==> src/rtl/ranc_grid_config_loader.sv <==
// Streams 32-bit bus beats into a RANC neuron grid: packed parameter
// entries first, then 2-bit neuron instructions, writing only while idle.
module ranc_grid_config_loader #(
  parameter int DATA_W      = 32,
  parameter int PARAM_W     = 368,
  parameter int NUM_NEURONS = 256,
  parameter int NUM_AXONS   = 256
) (
  input  logic               clk,
  input  logic               reset,
  input  logic               start,
  input  logic               in_valid,
  input  logic [DATA_W-1:0]  in_data,
  output logic               in_ready,
  input  logic               grid_idle,
  output logic               param_wen,
  output logic [7:0]         param_address,
  output logic [PARAM_W-1:0] param_data_in,
  output logic               neuron_inst_wen,
  output logic [7:0]         neuron_inst_address,
  output logic [1:0]         neuron_inst_data_in,
  output logic               busy,
  output logic               done,
  output logic               error
);

  localparam int BEATS = (PARAM_W + DATA_W - 1) / DATA_W;
  localparam int IPW   = DATA_W / 2;
  localparam int BW    = $clog2(BEATS);
  localparam int SW    = $clog2(IPW);
  localparam int SHW   = $clog2(PARAM_W);

  typedef enum logic [2:0] {
    S_IDLE,
    S_LD_PARAM,
    S_WR_PARAM,
    S_LD_INST,
    S_WR_INST,
    S_DONE
  } state_t;

  state_t r_state;
  state_t w_next;

  logic [BW-1:0]      r_beat;
  logic [7:0]         r_param_addr;
  logic [7:0]         r_inst_addr;
  logic [SW-1:0]      r_sub;
  logic [PARAM_W-1:0] r_asm;
  logic [DATA_W-1:0]  r_word;
  logic               r_error;

  logic               w_hs;
  logic               w_busy;
  logic [SHW-1:0]     w_sh;
  logic [PARAM_W-1:0] w_ins;
  logic [PARAM_W-1:0] w_msk;

  assign w_hs = in_valid & in_ready;

  // Last beat's surplus bits fall off the top of the entry here.
  assign w_sh  = SHW'(r_beat) * SHW'(DATA_W);
  assign w_ins = PARAM_W'(in_data) << w_sh;
  assign w_msk = PARAM_W'({DATA_W{1'b1}}) << w_sh;

  always_ff @(posedge clk or posedge reset) begin
    if (reset) r_state <= S_IDLE;
    else       r_state <= w_next;
  end

  always_comb begin
    w_next = r_state;
    case (r_state)
      S_IDLE:
        if (start) w_next = S_LD_PARAM;
      S_LD_PARAM:
        if (w_hs && r_beat == BW'(BEATS - 1))
          w_next = S_WR_PARAM;
      S_WR_PARAM:
        if (grid_idle)
          w_next = (r_param_addr == 8'(NUM_NEURONS - 1))
                   ? S_LD_INST : S_LD_PARAM;
      S_LD_INST:
        if (w_hs) w_next = S_WR_INST;
      S_WR_INST:
        if (grid_idle && r_sub == SW'(IPW - 1))
          w_next = (r_inst_addr == 8'(NUM_AXONS - 1))
                   ? S_DONE : S_LD_INST;
      S_DONE:
        w_next = S_IDLE;
      default:
        w_next = S_IDLE;
    endcase
  end

  always_comb begin
    in_ready        = 1'b0;
    param_wen       = 1'b0;
    neuron_inst_wen = 1'b0;
    done            = 1'b0;
    w_busy          = 1'b0;
    case (r_state)
      S_LD_PARAM: begin
        in_ready = 1'b1;
        w_busy   = 1'b1;
      end
      S_WR_PARAM: begin
        param_wen = grid_idle;
        w_busy    = 1'b1;
      end
      S_LD_INST: begin
        in_ready = 1'b1;
        w_busy   = 1'b1;
      end
      S_WR_INST: begin
        neuron_inst_wen = grid_idle;
        w_busy          = 1'b1;
      end
      S_DONE:
        done = 1'b1;
      default: ;
    endcase
  end

  always_ff @(posedge clk or posedge reset) begin
    if (reset) begin
      r_beat       <= '0;
      r_param_addr <= '0;
      r_inst_addr  <= '0;
      r_sub        <= '0;
      r_asm        <= '0;
      r_word       <= '0;
      r_error      <= 1'b0;
    end else begin
      if (r_state == S_IDLE && start) begin
        r_beat       <= '0;
        r_param_addr <= '0;
        r_inst_addr  <= '0;
        r_sub        <= '0;
        r_error      <= 1'b0;
      end else if (start && w_busy) begin
        r_error <= 1'b1;
      end
      if (r_state == S_LD_PARAM && w_hs) begin
        r_asm  <= (r_asm & ~w_msk) | w_ins;
        r_beat <= r_beat + 1'b1;
      end
      if (r_state == S_WR_PARAM && grid_idle) begin
        r_beat       <= '0;
        r_param_addr <= r_param_addr + 8'd1;
      end
      if (r_state == S_LD_INST && w_hs) begin
        r_word <= in_data;
        r_sub  <= '0;
      end
      if (r_state == S_WR_INST && grid_idle) begin
        r_sub       <= r_sub + 1'b1;
        r_inst_addr <= r_inst_addr + 8'd1;
      end
    end
  end

  assign busy                = w_busy;
  assign error               = r_error;
  assign param_address       = r_param_addr;
  assign param_data_in       = r_asm;
  assign neuron_inst_address = r_inst_addr;
  assign neuron_inst_data_in = r_word[{r_sub, 1'b0} +: 2];

endmodule

==> config.mk <==
export PLATFORM = sky130hd
export DESIGN_NAME = ranc_grid_config_loader
export DESIGN_NICKNAME = d
export VERILOG_FILES = /design/src/rtl/ranc_grid_config_loader.sv
export SDC_FILE = /design/constraint.sdc
export NUM_CORES = 1
export LEC_CHECK = 0
export CAP_MARGIN = 20
export CORE_AREA = 2 2 177 179
export CTS_CLUSTER_DIAMETER = 30
export DETAILED_ROUTE_END_ITERATION = 6
export DIE_AREA = 0 0 179 181
export DONT_BUFFER_PORTS = 1
export GPL_TIMING_DRIVEN = 0
export PLACE_DENSITY = 0.72
export SYNTH_ARGS = -nofsm -noshare
export SYNTH_HDL_FRONTEND = slang
export SYNTH_SLANG_ARGS = --single-unit
==> constraint.sdc <==
create_clock -name clk -period 13.8 [get_ports clk]
set_input_delay 2.76 -clock clk [delete_from_list [all_inputs] [get_ports clk]]
set_output_delay 2.76 -clock clk [all_outputs]
set_load 0.03 [all_outputs]
==> Word-level counts from Yosys, hierarchy flattened <==
Cells that the tools add are included.
{ "totals": {"reg_bits": 428, "input_bits": 37, "out_inout_bits": 392, "word_cells": 73} }
{ "op_classes": {"n_addsub": 4, "n_eq_ne": 14, "n_shift": 3, "n_mux": 23, "bitwise": 4, "reduce_logical": 17} }
{ "op_table": {"columns": ["operator", "count"], "rows": [
  ["AND 368 bit", 1],
  ["NOT 368 bit", 1],
  ["bitwise OR 368 bit", 1],
  ["left shift 32 x 9 -> 368 bit", 1],
  ["left shift 32 x 9 -> 368 bit (first input constant)", 1],
  ["indexed part select 32 x 6 -> 2 bit", 1],
  ["2-to-1 mux 8 bit", 3],
  ["2-to-1 mux 4 bit", 5],
  ["2-to-1 mux 3 bit", 6],
  ["adder 8 x 1 -> 8 bit (second input constant)", 2],
  ["equality test 8 bit (second input constant)", 2],
  ["case mux 3 bit (5 select lines)", 1],
  ["inequality test 2 bit (second input constant)", 5],
  ["adder 4 x 1 -> 4 bit (second input constant)", 2],
  ["equality test 4 bit (second input constant)", 2],
  ["logical AND 1 bit", 8],
  ["2-to-1 mux 1 bit", 7],
  ["equality test 3 x 2 -> 1 bit (second input constant)", 2],
  ["equality test 3 bit (second input constant)", 2],
  ["nonzero test 2 bit", 3],
  ["nonzero test 3 bit", 2],
  ["AND reduction 5 bit", 1],
  ["OR reduction 4 bit", 1],
  ["equality test 3 x 1 -> 1 bit (second input constant)", 1],
  ["other kinds (4)", 4]
]} }

==> Depth between registers and ports, before layout <==
{ "depth": {"depth_word": 7, "depth_mapped": 8, "ltp_nobuf": 5} }

==> Worst setup path before layout <==
No wires, ideal clock.
{ "synth_path": {"path_type": "in2out", "from": "input port grid_idle", "to": "output port param_wen", "t_arrival_ns": 3.286, "required_time_ns": 11.040, "setup_slack_ns": 7.754, "path_stages": 3, "n_path_buf": 1, "path_cell_list": "nand4bb_1 buf_2 inv_1"} }
{ "synth_between": {"elab_chain_len": 1} }
{ "synth_rtl": {"columns": ["element", "line_no", "rtl"], "rows": [
  ["start: declaration", "15", "input logic grid_idle,"],
  ["2-to-1 mux 1 bit", "102", "case (r_state)"],
  ["end: declaration", "16", "output logic param_wen,"]
]} }
No other way between the ends.

==> Final worst setup path <==
Same ends and word-level chain as after synthesis.

==> impl_metrics.toml <==
[timing]
post-route-min-period_ps = 6170
final_min_period_over_clock_period = 0.447
slew_headroom = 0.309
setup-violations-final = 0
final-hold-violation-count = 0
fmaxAchievable_mhz = 162
timing_max_transition_violations_final = 0
rsz0062_at_grt = "false"
worst-slew-pin-transition_ps = 1030
fin_tns_setup_ps = 0
timing.clock.skew_ps = 16.5

[die]
design.core.area_um2 = 30300
fp.dieH_um = 181
initial_utilization = 0.545
design.portCount = 429
floorplan.rows = 64
dieWidth_um = 179
design.die.area_um2 = 32400

[worst_hold_path]
timing.hold.worst.start = "r_word[12]$_DFFE_PP0P_"
hold-path-cell-count = 1
hold_path_end = "r_word[12]$_DFFE_PP0P_"
hp-class = "reg -> reg"

[yosys]
ys.warnings.count = 0
postSynthCellCount = 1162
post_synth_num_cell_types = 46
synth_largest_type_area_fraction = 0.647
yosysMostFrequentCell = "sky130_fd_sc_hd__dfrtp_1"
synth_edf_count = 0
syn_area_um2 = 16500
synth_seq_cells = 428
synthesized_netlist_net_count = 1208
synthFlopType = "sky130_fd_sc_hd__dfrtp_1"
ys_top_cells_by_area = "sky130_fd_sc_hd__dfrtp_1, sky130_fd_sc_hd__a32o_1, sky130_fd_sc_hd__a22o_1"
async_reset_ff_frac = 1.00
post_synth_most_frequent_cells = "sky130_fd_sc_hd__dfrtp_1, sky130_fd_sc_hd__a32o_1, sky130_fd_sc_hd__clkbuf_1, sky130_fd_sc_hd__a22o_1, sky130_fd_sc_hd__buf_2"
yosys.area.top_type = "sky130_fd_sc_hd__dfrtp_1"
avgSynthCellArea_um2 = 14.2
synth_seq_area_share = 0.647

[route]
finalWirelength_mm = 56.4
post-route-drc-count = 0
dr_total_vias = 12200
via_per_inst = 7.14
dr.pass1.iters = 5
drt-initial-drc-count = 1105
final_antenna_net_count = 0
routedWlPerCell_um = 32.9

[global_route]
antenna_found_initial = 1
grt_start_max_net_pins = 44
globalRoute.totalOverflow = 0
grt_first_pass_wirelength_mm = 82.1
grt_pass1_vias = 12600
grt_usage = 0.346

[critical_path]
crit_arrival_ps = 3410
worstSetupPathType = "in -> out"
critPathMaxFanout = 10
worstSetupStartpointType = "input port"
critical_path.reg2reg.startpoint = "r_beat[2]$_DFFE_PP0P_"
cp-end-kind = "output port"
reg2reg_depth = 5
timing.reg2reg.setup_slack_ps = 11150
timing.rr.end = "param_data_in[6]$_DFFE_PP0P_"
critPathRequiredTime_ps = 11040

[finish]
multi_input_comb_area_um2 = 5160
area_growth_from_synthesis_to_final_layout_pct = 21.2
register_area_um2 = 10700
design.final.nets = 1300
final-instance-count-excl-fill = 1714
layout-drive-gt1-share = 0.189
fin_util = 0.661
fillers = 2126

[clocking]
tritoncts_buffer_count = 79
path_clk_slew_ps = 40
tritoncts = "done"
post-cts-setup-buffer-count = 0
cts.htree.levels = 3
post_cts_hold_buffer_count = 0
max-clock-path-buffers = 3
cts-resized-gates = 0
clock_insertion_delay_worst_skew_ps = 570
clock-sinks = 428
clockRootBuffer = "sky130_fd_sc_hd__clkbuf_16"

[placement]
numPortBuffers = 0
hpwl_mm = 38.6
post-place-cells = 1569
place.gp.congestion = 0.889

[status]
outcome = "finished, final reports clean"

[power]
power_density_nw_per_um2 = 319
vdd.ir_drop.worst_v = 0.000194
cellLeakagePower_nw = 8.87

[job]
drv_cap = 0
==> sequential cells by signal (all words and copies together), names as in the netlist <==
signal,count
r_word,32
r_state,3
r_sub,4
param_address,8
r_beat,4
param_data_in,368
error,1
neuron_inst_address,8
==> metal layers <==
| layer | track usage | vias up | share of wire |
|---|---|---|---|
| li1 | - | 4863 | - |
| met1 | 0.421 | 6490 | 0.36 |
| met2 | 0.544 | 750 | 0.48 |
| met5 | 0 | - | 0 |
| met3 | 0.152 | 128 | 0.13 |
| met4 | 0.127 | 0 | 0.033 |
==> worst max path at each step <==
| stage | start | endpoint | slack [ps] |
|---|---|---|---|
| floorplan | reset | error$_DFFE_PP0P_ | 5260 |
| global placement | reset | param_data_in[186]$_DFFE_PP0P_ | 3280 |
| detailed placement | grid_idle | param_wen | 7630 |
| CTS | grid_idle | param_wen | 7630 |
| global route | grid_idle | param_wen | 7560 |
| finish | grid_idle | param_wen | 7630 |
==> placed cells by master (no fill, tap or decap), types with 6 or more instances in the layout <==
cell | synthesis | final
sky130_fd_sc_hd__dfrtp_1 | 428 | 428
sky130_fd_sc_hd__a32o_1 | 288 | 288
sky130_fd_sc_hd__clkbuf_1 | 90 | 101
sky130_fd_sc_hd__a22o_1 | 83 | 83
sky130_fd_sc_hd__clkbuf_16 | 0 | 82
sky130_fd_sc_hd__buf_2 | 52 | 52
sky130_fd_sc_hd__mux2_2 | 32 | 32
sky130_fd_sc_hd__nand2_1 | 30 | 30
sky130_fd_sc_hd__o21ai_0 | 25 | 25
sky130_fd_sc_hd__nand3_1 | 17 | 17
sky130_fd_sc_hd__nor2_1 | 16 | 16
sky130_fd_sc_hd__bufinv_16 | 0 | 12
sky130_fd_sc_hd__buf_12 | 0 | 11
sky130_fd_sc_hd__buf_1 | 10 | 10
sky130_fd_sc_hd__clkinv_4 | 0 | 10
sky130_fd_sc_hd__clkinv_2 | 0 | 10
sky130_fd_sc_hd__ha_1 | 9 | 9
sky130_fd_sc_hd__mux4_2 | 8 | 8
sky130_fd_sc_hd__inv_6 | 0 | 7
sky130_fd_sc_hd__nor2b_1 | 6 | 6
sky130_fd_sc_hd__clkinvlp_4 | 0 | 6
==> stage by stage <==
step	power (W)	instance area [um2]	hold WS (ps)	setup WS, ps
2_1_floorplan	0.00391	16500	474	5260
3_3_place_gp	0.00430	17000	481	3280
3_5_place_dp	0.00437	17300	490	7630
4_1_cts	0.00639	20100	502	7630
5_1_grt	0.00661	20100	517	7560
6_report	0.00640	20100	501	7630
==> final cells by class <==
cell class                      instances  share of cell area
Buffer                                153              0.0321
Antenna cell                            1            0.000125
Clock inverter                         46              0.0311
Sequential cell                       428               0.534
Tap cell                              396              0.0247
Multi-Input combinational cell        573               0.257
Timing Repair Buffer                   11              0.0110
Inverter                                8             0.00168
Clock buffer                           98               0.108
==> cells by family (layout without fill, tap and decap cells) <==
logic type,Yosys count,after routing,synth area share
other,0,1,0
adder cells (fa/ha/maj),9,9,0.00681
AND/OR/NAND/NOR,96,96,0.0321
AO/OA/AOI/OAI,423,423,0.238
buffers and inverters,161,316,0.0407
multiplexers,44,44,0.0351
XOR/XNOR,1,1,0.000529
flip-flops,428,428,0.647
==> critical path: stages <==
cell and delay [ps]:
sky130_fd_sc_hd__nand4bb_1 80, sky130_fd_sc_hd__buf_2 190, sky130_fd_sc_hd__inv_1 370
==> power by group <==
group	leakage (nW)	switching [W]	internal [W]
registers	5.56	0.00149	0.00179
logic	1.95	0.000579	0.000533
clock network	1.35	0.000664	0.00134
Note: power is estimated with default switching activity, not from simulation.
